**config.mk**
```make
export PLATFORM = sky130hd
export DESIGN_NAME = reg_wb_queue_flat
export DESIGN_NICKNAME = d
export VERILOG_FILES = /design/src/rtl/reg_wb_queue_pkg.sv /design/src/rtl/reg_wb_queue_if.sv /design/src/rtl/reg_wb_queue_fifo.sv /design/src/rtl/reg_wb_queue.sv /design/src/flat_wrapper.sv
export SDC_FILE = /design/constraint.sdc
export NUM_CORES = 1
export LEC_CHECK = 0
export CORE_UTILIZATION = 25
export CTS_CLUSTER_DIAMETER = 50
export DETAILED_ROUTE_END_ITERATION = 10
export GPL_TIMING_DRIVEN = 0
export SETUP_SLACK_MARGIN = 0.5
export SLEW_MARGIN = 20
export SYNTH_ARGS = -nofsm -noshare
export SYNTH_HDL_FRONTEND = slang
export SYNTH_SLANG_ARGS = --single-unit
```
**constraint.sdc**
```tcl
create_clock -name clk -period 3.4 [get_ports clk]
set_clock_uncertainty 0.1 [all_clocks]
set_input_delay 0.34 -clock clk [delete_from_list [all_inputs] [get_ports clk]]
set_output_delay 0.34 -clock clk [all_outputs]
set_load 0.02 [all_outputs]
```
**src/rtl/reg_wb_queue_pkg.sv**
```systemverilog
// rtl/reg_wb_queue_pkg.sv - shared defaults and queue entry type for the register writeback queue
package wb_pkg;

  localparam int WB_DW    = 32;
  localparam int WB_AW    = 5;
  localparam int WB_DEPTH = 4;

  typedef struct packed {
    logic [WB_AW-1:0] addr;
    logic [WB_DW-1:0] data;
  } wb_entry_t;

  // Count must reach DEPTH itself, hence one bit above the pointer width.
  function automatic int wb_cnt_w(input int depth);
    return $clog2(depth) + 1;
  endfunction

endpackage

```
**src/rtl/reg_wb_queue_if.sv**
```systemverilog
// rtl/reg_wb_queue_if.sv - writeback sources, register-file write port and hazard check bundle
interface reg_wb_queue_if
  import wb_pkg::*;
#(
  parameter int DW = WB_DW,
  parameter int AW = WB_AW
);

  logic          a_valid;
  logic          a_ready;
  logic [AW-1:0] a_addr;
  logic [DW-1:0] a_data;
  logic          b_valid;
  logic          b_ready;
  logic [AW-1:0] b_addr;
  logic [DW-1:0] b_data;
  logic          we;
  logic [AW-1:0] waddr;
  logic [DW-1:0] wdata;
  logic          busy;
  logic [AW-1:0] pend_addr1;
  logic [AW-1:0] pend_addr2;
  logic          pend_hit1;
  logic          pend_hit2;
  logic [DW-1:0] byp_data1;
  logic [DW-1:0] byp_data2;

  modport master (
    output a_valid, a_addr, a_data, b_valid, b_addr, b_data, pend_addr1, pend_addr2,
    input  a_ready, b_ready, we, waddr, wdata, busy, pend_hit1, pend_hit2, byp_data1, byp_data2
  );

  modport slave (
    input  a_valid, a_addr, a_data, b_valid, b_addr, b_data, pend_addr1, pend_addr2,
    output a_ready, b_ready, we, waddr, wdata, busy, pend_hit1, pend_hit2, byp_data1, byp_data2
  );

endinterface

```
**src/rtl/reg_wb_queue_fifo.sv**
```systemverilog
// rtl/reg_wb_queue_fifo.sv - two-push one-pop entry storage with wrapping pointers
module wb_fifo
  import wb_pkg::*;
#(
  parameter int  DEPTH   = WB_DEPTH,
  parameter type entry_t = wb_entry_t,
  localparam int PW      = $clog2(DEPTH),
  localparam int CW      = wb_cnt_w(DEPTH)
) (
  input  logic          clk,
  input  logic          rst,
  input  logic          push_a,
  input  entry_t        ent_a,
  input  logic          push_b,
  input  entry_t        ent_b,
  input  logic          pop,
  output entry_t        head,
  output logic [PW-1:0] rd_ptr,
  output logic [CW-1:0] count,
  output entry_t        mem [DEPTH]
);

  logic [PW-1:0] wr_ptr;
  logic [1:0]    n_push;
  logic          pop_ok;

  assign n_push = {1'b0, push_a} + {1'b0, push_b};
  assign pop_ok = pop && (count != '0);
  assign head   = mem[rd_ptr];

  always_ff @(posedge clk or negedge rst) begin
    if (!rst) begin
      wr_ptr <= '0;
      rd_ptr <= '0;
      count  <= '0;
    end else begin
      wr_ptr <= wr_ptr + PW'(n_push);
      rd_ptr <= rd_ptr + PW'(pop_ok);
      count  <= count + CW'(n_push) - CW'(pop_ok);
    end
  end

  // B lands behind A when both push, otherwise takes A's slot.
  always_ff @(posedge clk) begin
    if (push_a) mem[wr_ptr] <= ent_a;
    if (push_b) mem[push_a ? wr_ptr + PW'(1) : wr_ptr] <= ent_b;
  end

endmodule

```
**src/rtl/reg_wb_queue.sv**
```systemverilog
// rtl/reg_wb_queue.sv - register-file writeback queue: A/B arbitration, zero drop, hazard hit/bypass
// Optional forwarding of youngest pending data enabled by macro WB_BYPASS_EN.
module reg_wb_queue
  import wb_pkg::*;
#(
  parameter int DEPTH = WB_DEPTH,
  parameter int DW    = WB_DW,
  parameter int AW    = WB_AW
) (
  input logic           clk,
  input logic           rst,
  reg_wb_queue_if.slave wb
);

  localparam int PW = $clog2(DEPTH);
  localparam int CW = wb_cnt_w(DEPTH);

  typedef struct packed {
    logic [AW-1:0] addr;
    logic [DW-1:0] data;
  } entry_t;

  entry_t        ent_a, ent_b, head;
  entry_t        mem_q [DEPTH];
  logic [PW-1:0] rd_ptr;
  logic [CW-1:0] count, free;
  logic          push_a, push_b, pop;
  logic          we_q;
  logic [AW-1:0] waddr_q;
  logic [DW-1:0] wdata_q;
  logic          hit1, hit2;

  // Readiness looks only at registered occupancy, never at the pop in flight.
  assign free       = CW'(DEPTH) - count;
  assign wb.a_ready = rst && (free >= CW'(1));
  assign wb.b_ready = rst && (wb.a_valid ? (free >= CW'(2)) : (free >= CW'(1)));

  assign ent_a  = '{addr: wb.a_addr, data: wb.a_data};
  assign ent_b  = '{addr: wb.b_addr, data: wb.b_data};
  assign push_a = wb.a_valid && wb.a_ready && (wb.a_addr != '0);
  assign push_b = wb.b_valid && wb.b_ready && (wb.b_addr != '0);
  assign pop    = (count != '0);

  wb_fifo #(.DEPTH(DEPTH), .entry_t(entry_t)) u_fifo (
    .clk    (clk),
    .rst    (rst),
    .push_a (push_a),
    .ent_a  (ent_a),
    .push_b (push_b),
    .ent_b  (ent_b),
    .pop    (pop),
    .head   (head),
    .rd_ptr (rd_ptr),
    .count  (count),
    .mem    (mem_q)
  );

  always_ff @(posedge clk or negedge rst) begin
    if (!rst) begin
      we_q    <= 1'b0;
      waddr_q <= '0;
      wdata_q <= '0;
    end else begin
      we_q <= pop;
      if (pop) begin
        waddr_q <= head.addr;
        wdata_q <= head.data;
      end
    end
  end

  assign wb.we    = we_q;
  assign wb.waddr = waddr_q;
  assign wb.wdata = wdata_q;
  assign wb.busy  = (count != '0) || we_q;

  always_comb begin
    hit1 = 1'b0;
    hit2 = 1'b0;
    if (we_q && waddr_q == wb.pend_addr1) hit1 = 1'b1;
    if (we_q && waddr_q == wb.pend_addr2) hit2 = 1'b1;
    for (int k = 0; k < DEPTH; k++) begin
      if (CW'(k) < count) begin
        if (mem_q[rd_ptr + PW'(k)].addr == wb.pend_addr1) hit1 = 1'b1;
        if (mem_q[rd_ptr + PW'(k)].addr == wb.pend_addr2) hit2 = 1'b1;
      end
    end
    if (wb.pend_addr1 == '0) hit1 = 1'b0;
    if (wb.pend_addr2 == '0) hit2 = 1'b0;
  end

  assign wb.pend_hit1 = hit1;
  assign wb.pend_hit2 = hit2;

`ifdef WB_BYPASS_EN
  logic [DW-1:0] byp1, byp2;

  // Walk oldest to youngest so the last match (tail side) wins.
  always_comb begin
    byp1 = '0;
    byp2 = '0;
    if (we_q && waddr_q == wb.pend_addr1) byp1 = wdata_q;
    if (we_q && waddr_q == wb.pend_addr2) byp2 = wdata_q;
    for (int k = 0; k < DEPTH; k++) begin
      if (CW'(k) < count) begin
        if (mem_q[rd_ptr + PW'(k)].addr == wb.pend_addr1) byp1 = mem_q[rd_ptr + PW'(k)].data;
        if (mem_q[rd_ptr + PW'(k)].addr == wb.pend_addr2) byp2 = mem_q[rd_ptr + PW'(k)].data;
      end
    end
  end

  assign wb.byp_data1 = hit1 ? byp1 : '0;
  assign wb.byp_data2 = hit2 ? byp2 : '0;
`else
  assign wb.byp_data1 = '0;
  assign wb.byp_data2 = '0;
`endif

endmodule

```
**src/flat_wrapper.sv**
```systemverilog
// flat-port wrapper written by rule: the top's interface ports become plain ports
module reg_wb_queue_flat import wb_pkg::*;
#(
  parameter int DEPTH = WB_DEPTH,
  parameter int DW    = WB_DW,
  parameter int AW    = WB_AW
)
  (clk, rst, wb_a_valid, wb_a_addr, wb_a_data, wb_b_valid, wb_b_addr, wb_b_data, wb_pend_addr1, wb_pend_addr2, wb_a_ready, wb_b_ready, wb_we, wb_waddr, wb_wdata, wb_busy, wb_pend_hit1, wb_pend_hit2, wb_byp_data1, wb_byp_data2);
  reg_wb_queue_if #(.DW(DW), .AW(AW)) wb_i ();
  input logic clk;
  input logic rst;
  input wire logic [$bits(wb_i.a_valid)-1:0] wb_a_valid;
  input wire logic [$bits(wb_i.a_addr)-1:0] wb_a_addr;
  input wire logic [$bits(wb_i.a_data)-1:0] wb_a_data;
  input wire logic [$bits(wb_i.b_valid)-1:0] wb_b_valid;
  input wire logic [$bits(wb_i.b_addr)-1:0] wb_b_addr;
  input wire logic [$bits(wb_i.b_data)-1:0] wb_b_data;
  input wire logic [$bits(wb_i.pend_addr1)-1:0] wb_pend_addr1;
  input wire logic [$bits(wb_i.pend_addr2)-1:0] wb_pend_addr2;
  output wire logic [$bits(wb_i.a_ready)-1:0] wb_a_ready;
  output wire logic [$bits(wb_i.b_ready)-1:0] wb_b_ready;
  output wire logic [$bits(wb_i.we)-1:0] wb_we;
  output wire logic [$bits(wb_i.waddr)-1:0] wb_waddr;
  output wire logic [$bits(wb_i.wdata)-1:0] wb_wdata;
  output wire logic [$bits(wb_i.busy)-1:0] wb_busy;
  output wire logic [$bits(wb_i.pend_hit1)-1:0] wb_pend_hit1;
  output wire logic [$bits(wb_i.pend_hit2)-1:0] wb_pend_hit2;
  output wire logic [$bits(wb_i.byp_data1)-1:0] wb_byp_data1;
  output wire logic [$bits(wb_i.byp_data2)-1:0] wb_byp_data2;
  assign wb_i.a_valid = wb_a_valid;
  assign wb_i.a_addr = wb_a_addr;
  assign wb_i.a_data = wb_a_data;
  assign wb_i.b_valid = wb_b_valid;
  assign wb_i.b_addr = wb_b_addr;
  assign wb_i.b_data = wb_b_data;
  assign wb_i.pend_addr1 = wb_pend_addr1;
  assign wb_i.pend_addr2 = wb_pend_addr2;
  assign wb_a_ready = wb_i.a_ready;
  assign wb_b_ready = wb_i.b_ready;
  assign wb_we = wb_i.we;
  assign wb_waddr = wb_i.waddr;
  assign wb_wdata = wb_i.wdata;
  assign wb_busy = wb_i.busy;
  assign wb_pend_hit1 = wb_i.pend_hit1;
  assign wb_pend_hit2 = wb_i.pend_hit2;
  assign wb_byp_data1 = wb_i.byp_data1;
  assign wb_byp_data2 = wb_i.byp_data2;
  reg_wb_queue #(.DEPTH(DEPTH), .DW(DW), .AW(AW)) u_core (.clk(clk), .rst(rst), .wb(wb_i));
endmodule
```
==> results.toml <==
[placement]
dpl_worst_slack_ns = -0.237
place_congestion = 0.906
port_buffers = 120
dp_hpwl_um = 23000
place_area_um2 = 12700

[final_layout]
final_common_cell = "nand2_1"
nNetsFinal = 1413
num_antenna_cells = 0
utilization_pct = 33.6
fin_area_um2 = 13800
syn2layout_area_growth_pct = 31.7
mostFrequentLayoutCells = "185 x nand2_1, 151 x mux2i_1, 148 x dfxtp_1"
drive_above_1_share_pct = 20.0

[global_route]
antenna_found_initial = 3
track_usage_pct = 15.2
grt_overflow = 0
grt_pass1_vias = 8481
grt_max_degree = 21
grt_pass1_wl_um = 49000

[sta]
fin_crit_ns = 3.12
fin_setup_tns_ns = 0
final_max_slew_viol_count = 0
slew_headroom_pct = 33.3
worst_pin_slew_ns = 1.00
rsz0062_at_grt = "yes"
setup_viol = 0
hold_viol = 0
timing.fmax_mhz = 320
timing.final.ws_setup_ns = 0.278
fin_crit_sh_pct = 91.8

[power_and_ir_drop]
clkPwrFrac_pct = 15.8
pwr-share-comb_pct = 52.3
peakVddDrop_mv = 0.461
p_total_w = 0.0134
power_density_nw_per_um2 = 966
cellLeakagePower_nw = 6.57
p_sw_w = 0.00520
swShare_pct = 38.9
internal_power_w = 0.00816
seq_power_share_pct = 31.9

[synth]
syn_area_um2 = 10500
async_reset_ff_share_pct = 23.3
syn-instance-count = 1080
syn_avg_cell_area_um2 = 9.72
synth_seq_cells = 193
yosys_warnings = 0
yosys_most_used_dff = "dfxtp_1"
ys_seq_area_share_pct = 39.0
synth_edf_count = 0
synth.area.top_cells = "dfxtp_1 28%, mux2i_1 14%, dfrtp_1 11%, mux4_2 11%, nand2_1 6.6%"
yosysTopAreaCellShare_pct = 28.2
synth_area_leader_cell = "dfxtp_1"
synth_cell_types = 38

[clocking]
cts_tree = "yes"
clock_latency_ns = 0.43
clkTransAtPathRegs_ns = 0.08
clock_sinks = 193
root_buffer = "clkbuf_16"
htreeDepth = 4
cts_buffer_depth = 2
numCtsBuffers = 17

[setup_path]
worstPathMaxFanout = 2
path_buf_inv = 5
cp-end-kind = "flip-flop"
crit_top_cell = "ha_4"
cp-start-kind = "flip-flop"
cpLargestDelayFamily = "adder cells"
cp.required_ns = 3.62
max_stage_delay_ns = 0.45
crit_chain = "inv_2 > ha_4 > ha_4 > or4b_4 > o2111a_2 > buf_8 > ha_4 > inv_4 > ha_4 > inv_4 > ha_4 > inv_2 > fa_2 > xnor2_2 > xnor2_1"
crit_arrival_ns = 3.35
crit_slowest_cell = "or4b_4"
crit_type = "reg2reg"

[status]
status = "finished, violations left"
violations = "DRC"

[die]
die_area_um2 = 42800
dieHeight_um = 207
core_um2 = 41100
ios = 195
start_util_pct = 25.5
rows = 74
die_x_um = 207

[route]
drcViolationCount = 7
routedWlPerCell_um = 17.7
vias_per_cell = 4.63
ant_nets = 0
dr.pass1.iters = 10
vias = 8584
routed_wl_um = 32800
first_iter_violations = 700

[run]
drv_cap = 0

[min_path]
hp-class = "in2async"
[cell families after synthesis]
| logic type | share of synthesized area, % |
|---|---|
| compound gates | 7.99 |
| buf+inv | 9.41 |
| mux | 25.2 |
| fa+ha+maj | 1.86 |
| other cells | 0.0357 |
| xor+xnor | 4.59 |
| flops | 39.0 |
| simple gates | 11.9 |
[flip-flops by register name, indices dropped and copies added (netlist names)]
name                  count
u_core.u_fifo.mem       148
u_core.u_fifo.count       3
u_core.wb.wdata          32
u_core.wb.we              1
u_core.u_fifo.wr_ptr      2
u_core.u_fifo.rd_ptr      2
u_core.wb.waddr           5
[routing by layer]
layer	global-route usage [%]	share of wire, %	up-vias	routed length (um)
met5	0	0.15	-	50
met4	3.31	1.2	6	379
met3	2.89	6.0	33	1960
met2	26.3	49	305	16200
met1	19.5	44	4179	14300
li1	-	-	4061	-
[stage by stage]
step,hold slack [ns],instances
floorplan,-0.0556,1143
global placement,0.359,1795
detailed placement,0.145,1796
CTS,0.223,1844
global route,0.232,1855
finish,0.220,1855
[area by class of cell]
| class | count | area (um^2) |
|---|---|---|
| Timing Repair Buffer | 148 | 1500 |
| Buffer | 139 | 1100 |
| Sequential cell | 193 | 4090 |
| Fill cell | 4217 | 27300 |
| Tap cell | 532 | 666 |
| Multi-Input combinational cell | 800 | 5800 |
| Clock inverter | 15 | 191 |
| Clock buffer | 17 | 425 |
| Inverter | 11 | 46.3 |
[Yosys cell counts (3+ instances only)]
cell        n
a21oi_1    77
dfrtp_1    45
buf_6      15
o21ai_0    47
o21ai_1    30
nand4_1     6
nor2_1     77
buf_1       3
ha_1       14
nor3_1     10
mux2i_1   151
buf_4      74
nand2_4     4
mux4_2     50
dfxtp_1   148
clkbuf_1   22
or4_1       4
nor4_1      4
nand2_1   185
buf_2      24
inv_1      11
xor2_1     21
xnor2_1    34
[power groups by stage]
stage | registers, W | clock network [W] | logic, W
6_report | 0.00426 | 0.00211 | 0.00698
5_1_grt | 0.00440 | 0.00224 | 0.00761
4_1_cts | 0.00424 | 0.00214 | 0.00689
3_5_place_dp | 0.00430 | 0 | 0.00649
3_3_place_gp | 0.00424 | 0 | 0.00633
2_1_floorplan | 0.00435 | 0 | 0.00445
[worst paths after layout]
path	start	end	slack, ns	depth (start not counted)
min in group clk	u_core.wb.wdata[27]	u_core.wb.wdata[27]	0.37	2
worst max-delay path	u_core.u_fifo.count[0]	u_core.u_fifo.count[2]	0.28	15
worst min register to register	u_core.wb.wdata[27]	u_core.wb.wdata[27]	0.37	2
worst max register to register	u_core.u_fifo.count[0]	u_core.u_fifo.count[2]	0.28	15
worst min-delay path	rst	u_core.wb.waddr[0]	0.22	2
max in group asynchronous	rst	u_core.u_fifo.count[0]	1.20	4
[worst register-to-register path: stages, from the launching register on]
cell and delay, ns:
dfrtp_2 0.38, inv_2 0.06, ha_4 0.16, ha_4 0.25
or4b_4 0.45, o2111a_2 0.18, buf_8 0.13, ha_4 0.27
inv_4 0.03, ha_4 0.21, inv_4 0.05, ha_4 0.11
inv_2 0.03, fa_2 0.34, xnor2_2 0.14, xnor2_1 0.12
[timing repair]
item / CTS / global route
gates resized for setup: 63 / 29
cloned: 1 / 3
hold buffers: 2 / 0
setup endpoints to repair: 151 / 140
endpoints found under the hold margin: 30 / 0
pin swaps: 10 / 6
setup buffers: 13 / 8
Power figures use the tool's default switching activity.
